File: src/rtl/bf_pkg.sv
// Shared constants and serializer state encoding for the Blowfish block output stage.
package bf_pkg;
  localparam int BLOCK_W = 64;
  localparam int BYTE_W  = 8;
  localparam int NBEATS  = BLOCK_W / BYTE_W;
  localparam int CNT_W   = $clog2(NBEATS);

  typedef enum logic {
    ST_IDLE  = 1'b0,
    ST_SHIFT = 1'b1
  } ser_state_e;
endpackage

File: src/rtl/bf_block_serializer_if.sv
// Block-in / byte-out handshake bundle for bf_block_serializer.
// Carries out_par only when BF_SER_PARITY_EN is defined.
interface bf_block_serializer_if;
  import bf_pkg::*;

  logic               flush;
  logic [BLOCK_W-1:0] in_data;
  logic               in_valid;
  logic               in_ready;
  logic [BYTE_W-1:0]  out_data;
  logic               out_valid;
  logic               out_ready;
  logic               out_last;
  logic               busy;
`ifdef BF_SER_PARITY_EN
  logic               out_par;
`endif

  modport master (
    output flush, in_data, in_valid, out_ready,
    input  in_ready, out_data, out_valid, out_last, busy
`ifdef BF_SER_PARITY_EN
    , input out_par
`endif
  );

  modport slave (
    input  flush, in_data, in_valid, out_ready,
    output in_ready, out_data, out_valid, out_last, busy
`ifdef BF_SER_PARITY_EN
    , output out_par
`endif
  );
endinterface

File: src/rtl/bf_shift_reg.sv
// BLOCK_W-wide shift register that shifts left by one byte with zero fill.
// Priority: clear over load over shift.
module bf_shift_reg
  import bf_pkg::*;
(
  input  logic               clk,
  input  logic               rst,
  input  logic               clr,
  input  logic               load,
  input  logic               shift,
  input  logic [BLOCK_W-1:0] load_data,
  output logic [BLOCK_W-1:0] q
);
  logic [BLOCK_W-1:0] sr_d, sr_q;

  always_comb begin
    sr_d = sr_q;
    if (clr)
      sr_d = '0;
    else if (load)
      sr_d = load_data;
    else if (shift)
      sr_d = {sr_q[BLOCK_W-BYTE_W-1:0], {BYTE_W{1'b0}}};
  end

  always_ff @(posedge clk or negedge rst) begin
    if (!rst)
      sr_q <= '0;
    else
      sr_q <= sr_d;
  end

  assign q = sr_q;
endmodule

File: src/rtl/bf_block_serializer.sv
// Streams 64-bit cipher blocks out MSB byte first over a valid/ready byte interface.
// Optional even-parity output enabled by defining BF_SER_PARITY_EN.
module bf_block_serializer
  import bf_pkg::*;
(
  input  logic                  clk,
  input  logic                  rst,
  bf_block_serializer_if.slave  bus
);
  localparam logic [CNT_W-1:0] CNT_LAST = CNT_W'(NBEATS - 1);

  ser_state_e         state_d, state_q;
  logic [CNT_W-1:0]   cnt_d, cnt_q;
  logic [BLOCK_W-1:0] sr_q;
  logic               out_fire, at_last, in_fire;
  logic               sr_clr, sr_load, sr_shift;

  assign at_last  = (state_q == ST_SHIFT) && (cnt_q == CNT_LAST);
  assign out_fire = (state_q == ST_SHIFT) && bus.out_ready;
  // Reset gates in_ready combinationally so it rises in the first cycle after release.
  assign bus.in_ready = rst && !bus.flush &&
                        ((state_q == ST_IDLE) || (out_fire && at_last));
  assign in_fire  = bus.in_valid && bus.in_ready;

  assign sr_clr   = bus.flush || (out_fire && at_last && !in_fire);
  assign sr_load  = in_fire;
  assign sr_shift = out_fire && !at_last;

  bf_shift_reg u_shift_reg (
    .clk       (clk),
    .rst       (rst),
    .clr       (sr_clr),
    .load      (sr_load),
    .shift     (sr_shift),
    .load_data (bus.in_data),
    .q         (sr_q)
  );

  always_comb begin
    state_d = state_q;
    cnt_d   = cnt_q;
    if (bus.flush) begin
      state_d = ST_IDLE;
      cnt_d   = '0;
    end else if (in_fire) begin
      state_d = ST_SHIFT;
      cnt_d   = '0;
    end else if (out_fire) begin
      if (at_last) begin
        state_d = ST_IDLE;
        cnt_d   = '0;
      end else begin
        cnt_d   = cnt_q + CNT_W'(1);
      end
    end
  end

  always_ff @(posedge clk or negedge rst) begin
    if (!rst) begin
      state_q <= ST_IDLE;
      cnt_q   <= '0;
    end else begin
      state_q <= state_d;
      cnt_q   <= cnt_d;
    end
  end

  assign bus.out_data  = sr_q[BLOCK_W-1 -: BYTE_W];
  assign bus.out_valid = (state_q == ST_SHIFT);
  assign bus.out_last  = at_last;
  assign bus.busy      = (state_q == ST_SHIFT);

`ifdef BF_SER_PARITY_EN
  // Shift register is zero in IDLE and reset, so parity reads 0 there too.
  assign bus.out_par = ^sr_q[BLOCK_W-1 -: BYTE_W];
`endif
endmodule

File: src/flat_wrapper.sv
// flat-port wrapper written by rule: the top's interface ports become plain ports
module bf_block_serializer_flat import bf_pkg::*;
  (clk, rst, bus_flush, bus_in_data, bus_in_valid, bus_out_ready, bus_in_ready, bus_out_data, bus_out_valid, bus_out_last, bus_busy);
  bf_block_serializer_if bus_i ();
  input  logic clk;
  input  logic rst;
  input wire logic [$bits(bus_i.flush)-1:0] bus_flush;
  input wire logic [$bits(bus_i.in_data)-1:0] bus_in_data;
  input wire logic [$bits(bus_i.in_valid)-1:0] bus_in_valid;
  input wire logic [$bits(bus_i.out_ready)-1:0] bus_out_ready;
  output wire logic [$bits(bus_i.in_ready)-1:0] bus_in_ready;
  output wire logic [$bits(bus_i.out_data)-1:0] bus_out_data;
  output wire logic [$bits(bus_i.out_valid)-1:0] bus_out_valid;
  output wire logic [$bits(bus_i.out_last)-1:0] bus_out_last;
  output wire logic [$bits(bus_i.busy)-1:0] bus_busy;
  assign bus_i.flush = bus_flush;
  assign bus_i.in_data = bus_in_data;
  assign bus_i.in_valid = bus_in_valid;
  assign bus_i.out_ready = bus_out_ready;
  assign bus_in_ready = bus_i.in_ready;
  assign bus_out_data = bus_i.out_data;
  assign bus_out_valid = bus_i.out_valid;
  assign bus_out_last = bus_i.out_last;
  assign bus_busy = bus_i.busy;
  bf_block_serializer u_core (.clk(clk), .rst(rst), .bus(bus_i));
endmodule
File: config.mk
export PLATFORM = sky130hd
export DESIGN_NAME = bf_block_serializer_flat
export DESIGN_NICKNAME = d
export VERILOG_FILES = /design/src/rtl/bf_pkg.sv /design/src/rtl/bf_block_serializer_if.sv /design/src/rtl/bf_shift_reg.sv /design/src/rtl/bf_block_serializer.sv /design/src/flat_wrapper.sv
export SDC_FILE = /design/constraint.sdc
export NUM_CORES = 1
export LEC_CHECK = 0
export ABC_AREA = 1
export CAP_MARGIN = 20
export CORE_MARGIN = 10
export CORE_UTILIZATION = 44
export CTS_CLUSTER_DIAMETER = 40
export DETAILED_ROUTE_END_ITERATION = 10
export PLACE_DENSITY = 0.7
export SLEW_MARGIN = 15
export SYNTH_ARGS = -nofsm -noshare
export SYNTH_HDL_FRONTEND = slang
export SYNTH_SLANG_ARGS = --single-unit
File: constraint.sdc
create_clock -name clk -period 1.95 [get_ports clk]
set_clock_uncertainty 0.05 [all_clocks]
set_input_delay 0.39 -clock clk [delete_from_list [all_inputs] [get_ports clk]]
set_output_delay 0.39 -clock clk [all_outputs]
set_load 0.02 [all_outputs]
---- Word level (Yosys, flattened, before mapping) ----
Index checks and enable logic that the tools add are counted.
operators by class
  add/subtract/negate cells ............... 1
  equal/unequal tests ..................... 1
  mux-type cells .......................... 11
  bitwise operators ....................... 1
  reduce and logical (&&, ||, !) cells .... 17
operator list
  operator                                                       count
  64-bit two-way mux                                             3
  3-bit two-way mux                                              4
  3-bit nonzero test                                             3
  1-bit logical AND                                              8
  1-bit two-way mux                                              4
  3-bit by 1-bit adder with 3-bit output, second input constant  1
  3-bit == test, second input constant                           1
  1-bit zero test                                                3
  1-bit logical OR                                               2
  2-bit AND reduction                                            1
  1-bit NOT                                                      1
word-level totals
  register bits after elaboration ......... 68
  word-level logic and storage cells ...... 34

---- Longest topological paths before layout ----
  word-level depth ........................ 10
  mapped depth ............................ 9
  depth with buffers taken out ............ 8

---- Modules after synthesis ----
A second synthesis with hierarchy kept.
unflattened totals
  cells, all modules ...................... 485
  area total of the unflattened synthesis .. 3394.5 µm²
modules (own cells, without submodules)
  module               times used  cells an instance  area an instance (µm²)
  bf_shift_reg         1           448                3106.7
  bf_block_serializer  1           37                 287.8

---- Worst setup path after synthesis ----
No wires, ideal clock.
  kind .................................... register to output
  from .................................... register u_core.cnt_q[0]
  to ...................................... output port bus_in_ready
  arrival ................................. 1473 ps
  data required time ...................... 1510 ps
  setup slack ............................. 37 ps
  cell stages (with the launch flop) ...... 8
  buffers on the path ..................... 2
  path through ............................ dfrtp_1 ha_1 ha_1 nand2_1 nand2_1 buf_4 buf_2 and2_1
on the way
  longest elaborated chain between the ends .. 5
ends and longest elaborated chain
  element                 line                       RTL
  from (decl)             bf_block_serializer.sv:13  logic [CNT_W-1:0] cnt_d, cnt_q;
  from (signal assigned)  bf_block_serializer.sv:64  cnt_q <= cnt_d;
  3-bit == test           bf_block_serializer.sv:18  assign at_last = (state_q == ST_SHIFT) && (cnt_q == CNT_LAST);
  1-bit logical AND       bf_block_serializer.sv:18
  1-bit logical AND       bf_block_serializer.sv:22  ((state_q == ST_IDLE) || (out_fire && at_last));
  1-bit logical OR        bf_block_serializer.sv:22
  1-bit logical AND       bf_block_serializer.sv:21  assign bus.in_ready = rst && !bus.flush &&
  to (decl)               flat_wrapper.sv:11         output wire logic [$bits(bus_i.in_ready)-1:0] bus_in_ready;
Every way passes these cells.

---- Final worst setup path ----
Same ends and word-level chain as after synthesis.

==> summary.md <==
| Metric | Value |
|---|---|
| Wirelength, routed | `about 12,000 um` |
| Clk root buf | `clkbuf_8` |
| Mean post-synth cell area | `roughly 7.2 um^2` |
| Initial DRC count | `280` |
| Largest family of logic cells by synthesized area | `simple AND/OR/NAND/NOR gates` |
| Clock transition at the registers of the reported paths | `approximately 0.070 ns` |
| CTS tree | `done` |
| Yosys reg bits | `68` |
| Slew margin rel. | `between 40% and 50%` |
| Syn Nets | `about 650` |
| Critical Path RT | `approximately 1.5 ns` |
| Max-slew violations | `0` |
| Insertion delay to the later sink of the worst-skew pair | `0.34 ns` |
| Worst endpoint data arrival time | `1.54 ns` |
| Area added between synthesis and finish | `28.4%` |
| Area of the mapped netlist | `0.00414 mm^2` |
| Core Region | `between 0.009 and 0.01 mm^2` |
| Drt pass-1 iters | `5` |
| Leakage | `2.87 nW` |
| Fin crit share | `101%` |
| Commonest non-fill, non-tap cell in the layout | `nand2_1` |
| # rows | `35` |
| HP Class | `primary input to async pin` |
| Filler cells | `about 870` |
| PnR worst setup slack | `-0.0262 ns` |
| Diodes inserted | `0` |
| Vias per std cell | `5.59` |
| XOR/XNOR Fraction of Synth Area | `0%` |
| Hold violation count in the final report | `0` |
| CP Capture Type | `output pin` |
| Total Power | `around 3.4 mW` |
| Adder-Cell Fraction of Synth Area | `less than 1%` |
| MaxCap Viol Count | `0` |
| # hold bufs at CTS | `0` |
| Total GRT Usage | `between 10% and 20%` |
| Seq/Total Area, Yosys | `between 40% and 50%` |
| Failing checks | `negative setup slack` |
| Initial Utilization | `between 40% and 50%` |
| Most frequent cells in the layout | `186 x nand2_1, 123 x nand4_1, 75 x clkdlybuf4s50_1` |
| Setup tns final | `-0.0262 ns` |
| Final cell count without fillers | `745` |
| Mapped Cells | `577` |
| Final #Nets | `approximately 700` |
| Largest net degree at the start of global routing | `69` |
| Post-synthesis mux area share | `0%` |
| FF/Latch Area | `0.00170 mm^2` |
| Crit path kind | `flip-flop to output pin` |
| CTS max path bufs | `2` |
| Share of cells above drive strength 1 | `between 10 and 15%` |
| Crit path time final | `1.98 ns` |
| Worst-margin pin slew | `0.895 ns` |
| Synth Area in Simple Gates | `a little over two fifths` |
| Highest Clock Rate | `a little over 0.5 GHz` |
| Power density over the cells | `649 mW/mm^2` |
| Die X | `~120 um` |
| Total grt overflow | `0` |
| Post-synthesis cell type count | `18` |
| Area of the multi-input gates | `around 0.0019 mm^2` |
| CTS H-tree depth | `3` |
| Startpoint types | `flip-flop` |
| Initial antenna violation count | `0` |
| Worst Path Max Fanout | `2` |
| Remaining antenna violation count | `0` |
| Status | `finished, violations left` |
| Compound-gate portion of the synthesized area | `less than 1%` |
| Total CTS buffers | `9` |
| RSZ-0062 raised after global routing | `true` |
| Die ar. | `around 0.014 mm^2` |
| Warnings from Yosys | `0` |
| Final setup viols | `1` |
| Vias in the first global route | `4,014` |
| WL per Instance | `approximately 16 um` |
| Fin Hold WS | `just under 0.2 ns` |
| Die Height | `~120 um` |
| Placed insts | `727` |
| Io pins | `between 80 and 90` |
| First-pass GRT wire length | `slightly below 20,000 um` |
| Gp weighted congestion | `approximately 0.8` |
| Worst slack, placed | `-0.384 ns` |
| Clock sink total | `around 70` |
| Vias | `4,162` |
| IO buf count | `80` |
| Peak supply drop | `0.354 mV` |
| Dpl hpwl | `about 7700 um` |
| Residual DRC | `0` |
==> repair_timing <==
item                       in CTS  in global routing
pin swaps                       2                  2
setup endpoints to repair      71                 69
gates cloned                    0                  1
buffers inserted                1                  1
gates resized for setup        23                 10
==> critical path: stages (launching register included) <==
cell and delay, ns:
dfrtp_1 0.42, ha_4 0.18, ha_4 0.17, nand2_2 0.06, nand2_2 0.07, and2_4 0.16, buf_6 0.13
==> worst paths after layout <==
path	cells past startpoint	slack, ns	endpoint	from
hold / removal	2	0.19	u_core.u_shift_reg.q[63]	rst
setup reg to reg	10	0.05	u_core.u_shift_reg.q[37]	u_core.cnt_q[0]
hold reg to reg	2	0.47	u_core.u_shift_reg.q[23]	u_core.u_shift_reg.q[23]
setup / recovery	6	-0.03	bus_in_ready	u_core.cnt_q[0]
min in group clk	4	0.41	u_core.u_shift_reg.q[8]	bus_in_valid
max in group asynchronous	2	1.04	u_core.u_shift_reg.q[29]	rst
==> cells by family after synthesis <==
| logic type | count (synthesis) |
|---|---|
| simple gates | 378 |
| buf+inv | 127 |
| compound gates | 2 |
| flops | 68 |
| fa+ha+maj | 2 |
==> Yosys cell counts, drive strengths merged <==
| library cell | count | area [um^2] |
|---|---|---|
| nand2 | 193 | 724 |
| clkbuf | 18 | 67.6 |
| ha | 2 | 25.0 |
| buf | 48 | 293 |
| dfrtp | 68 | 1700 |
| nor2 | 3 | 13.8 |
| o21ai | 1 | 5.00 |
| nand4 | 123 | 769 |
| and2 | 1 | 6.26 |
| nand3 | 58 | 295 |
| a21oi | 1 | 5.00 |
| inv | 61 | 229 |
==> power breakdown <==
| part | switching, mW | internal [mW] | total (mW) |
|---|---|---|---|
| registers | 0.0708 | 1.52 | 1.59 |
| logic | 0.383 | 0.303 | 0.686 |
| clock network | 0.553 | 0.612 | 1.17 |
==> metrics by stage <==
stage,utilization (%),cell area (um^2)
finish,57.7,5310
global route,57.7,5310
CTS,56.9,5240
detailed placement,54.4,5000
global placement,54.4,5000
floorplan,-,4140
==> per-layer routing <==
metal / vias up / part of all wire, % / GRT usage, %
met4: 0 / 1.3 / 5.85
met2: 156 / 48 / 27.9
met1: 1952 / 44 / 22.0
met3: 15 / 7.1 / 4.18
met5: - / 0 / 0
li1: 2039 / - / -
==> registers in the layout, summed over array words and instances (netlist names) <==
register and flops:
u_core.u_shift_reg.q 64, u_core.cnt_q 3, u_core.bus.busy 1
==> final cells by class <==
| class | instances | area share [%] |
|---|---|---|
| inverters | 61 | 4.31 |
| multi-input cells | 382 | 36.0 |
| flip-flops and latches | 68 | 32.1 |
| clock inverters | 5 | 0.990 |
| well taps | 111 | 2.62 |
| clock buffers | 10 | 2.59 |
| repair buffers | 108 | 21.4 |
(Power assumes the default switching activity.)
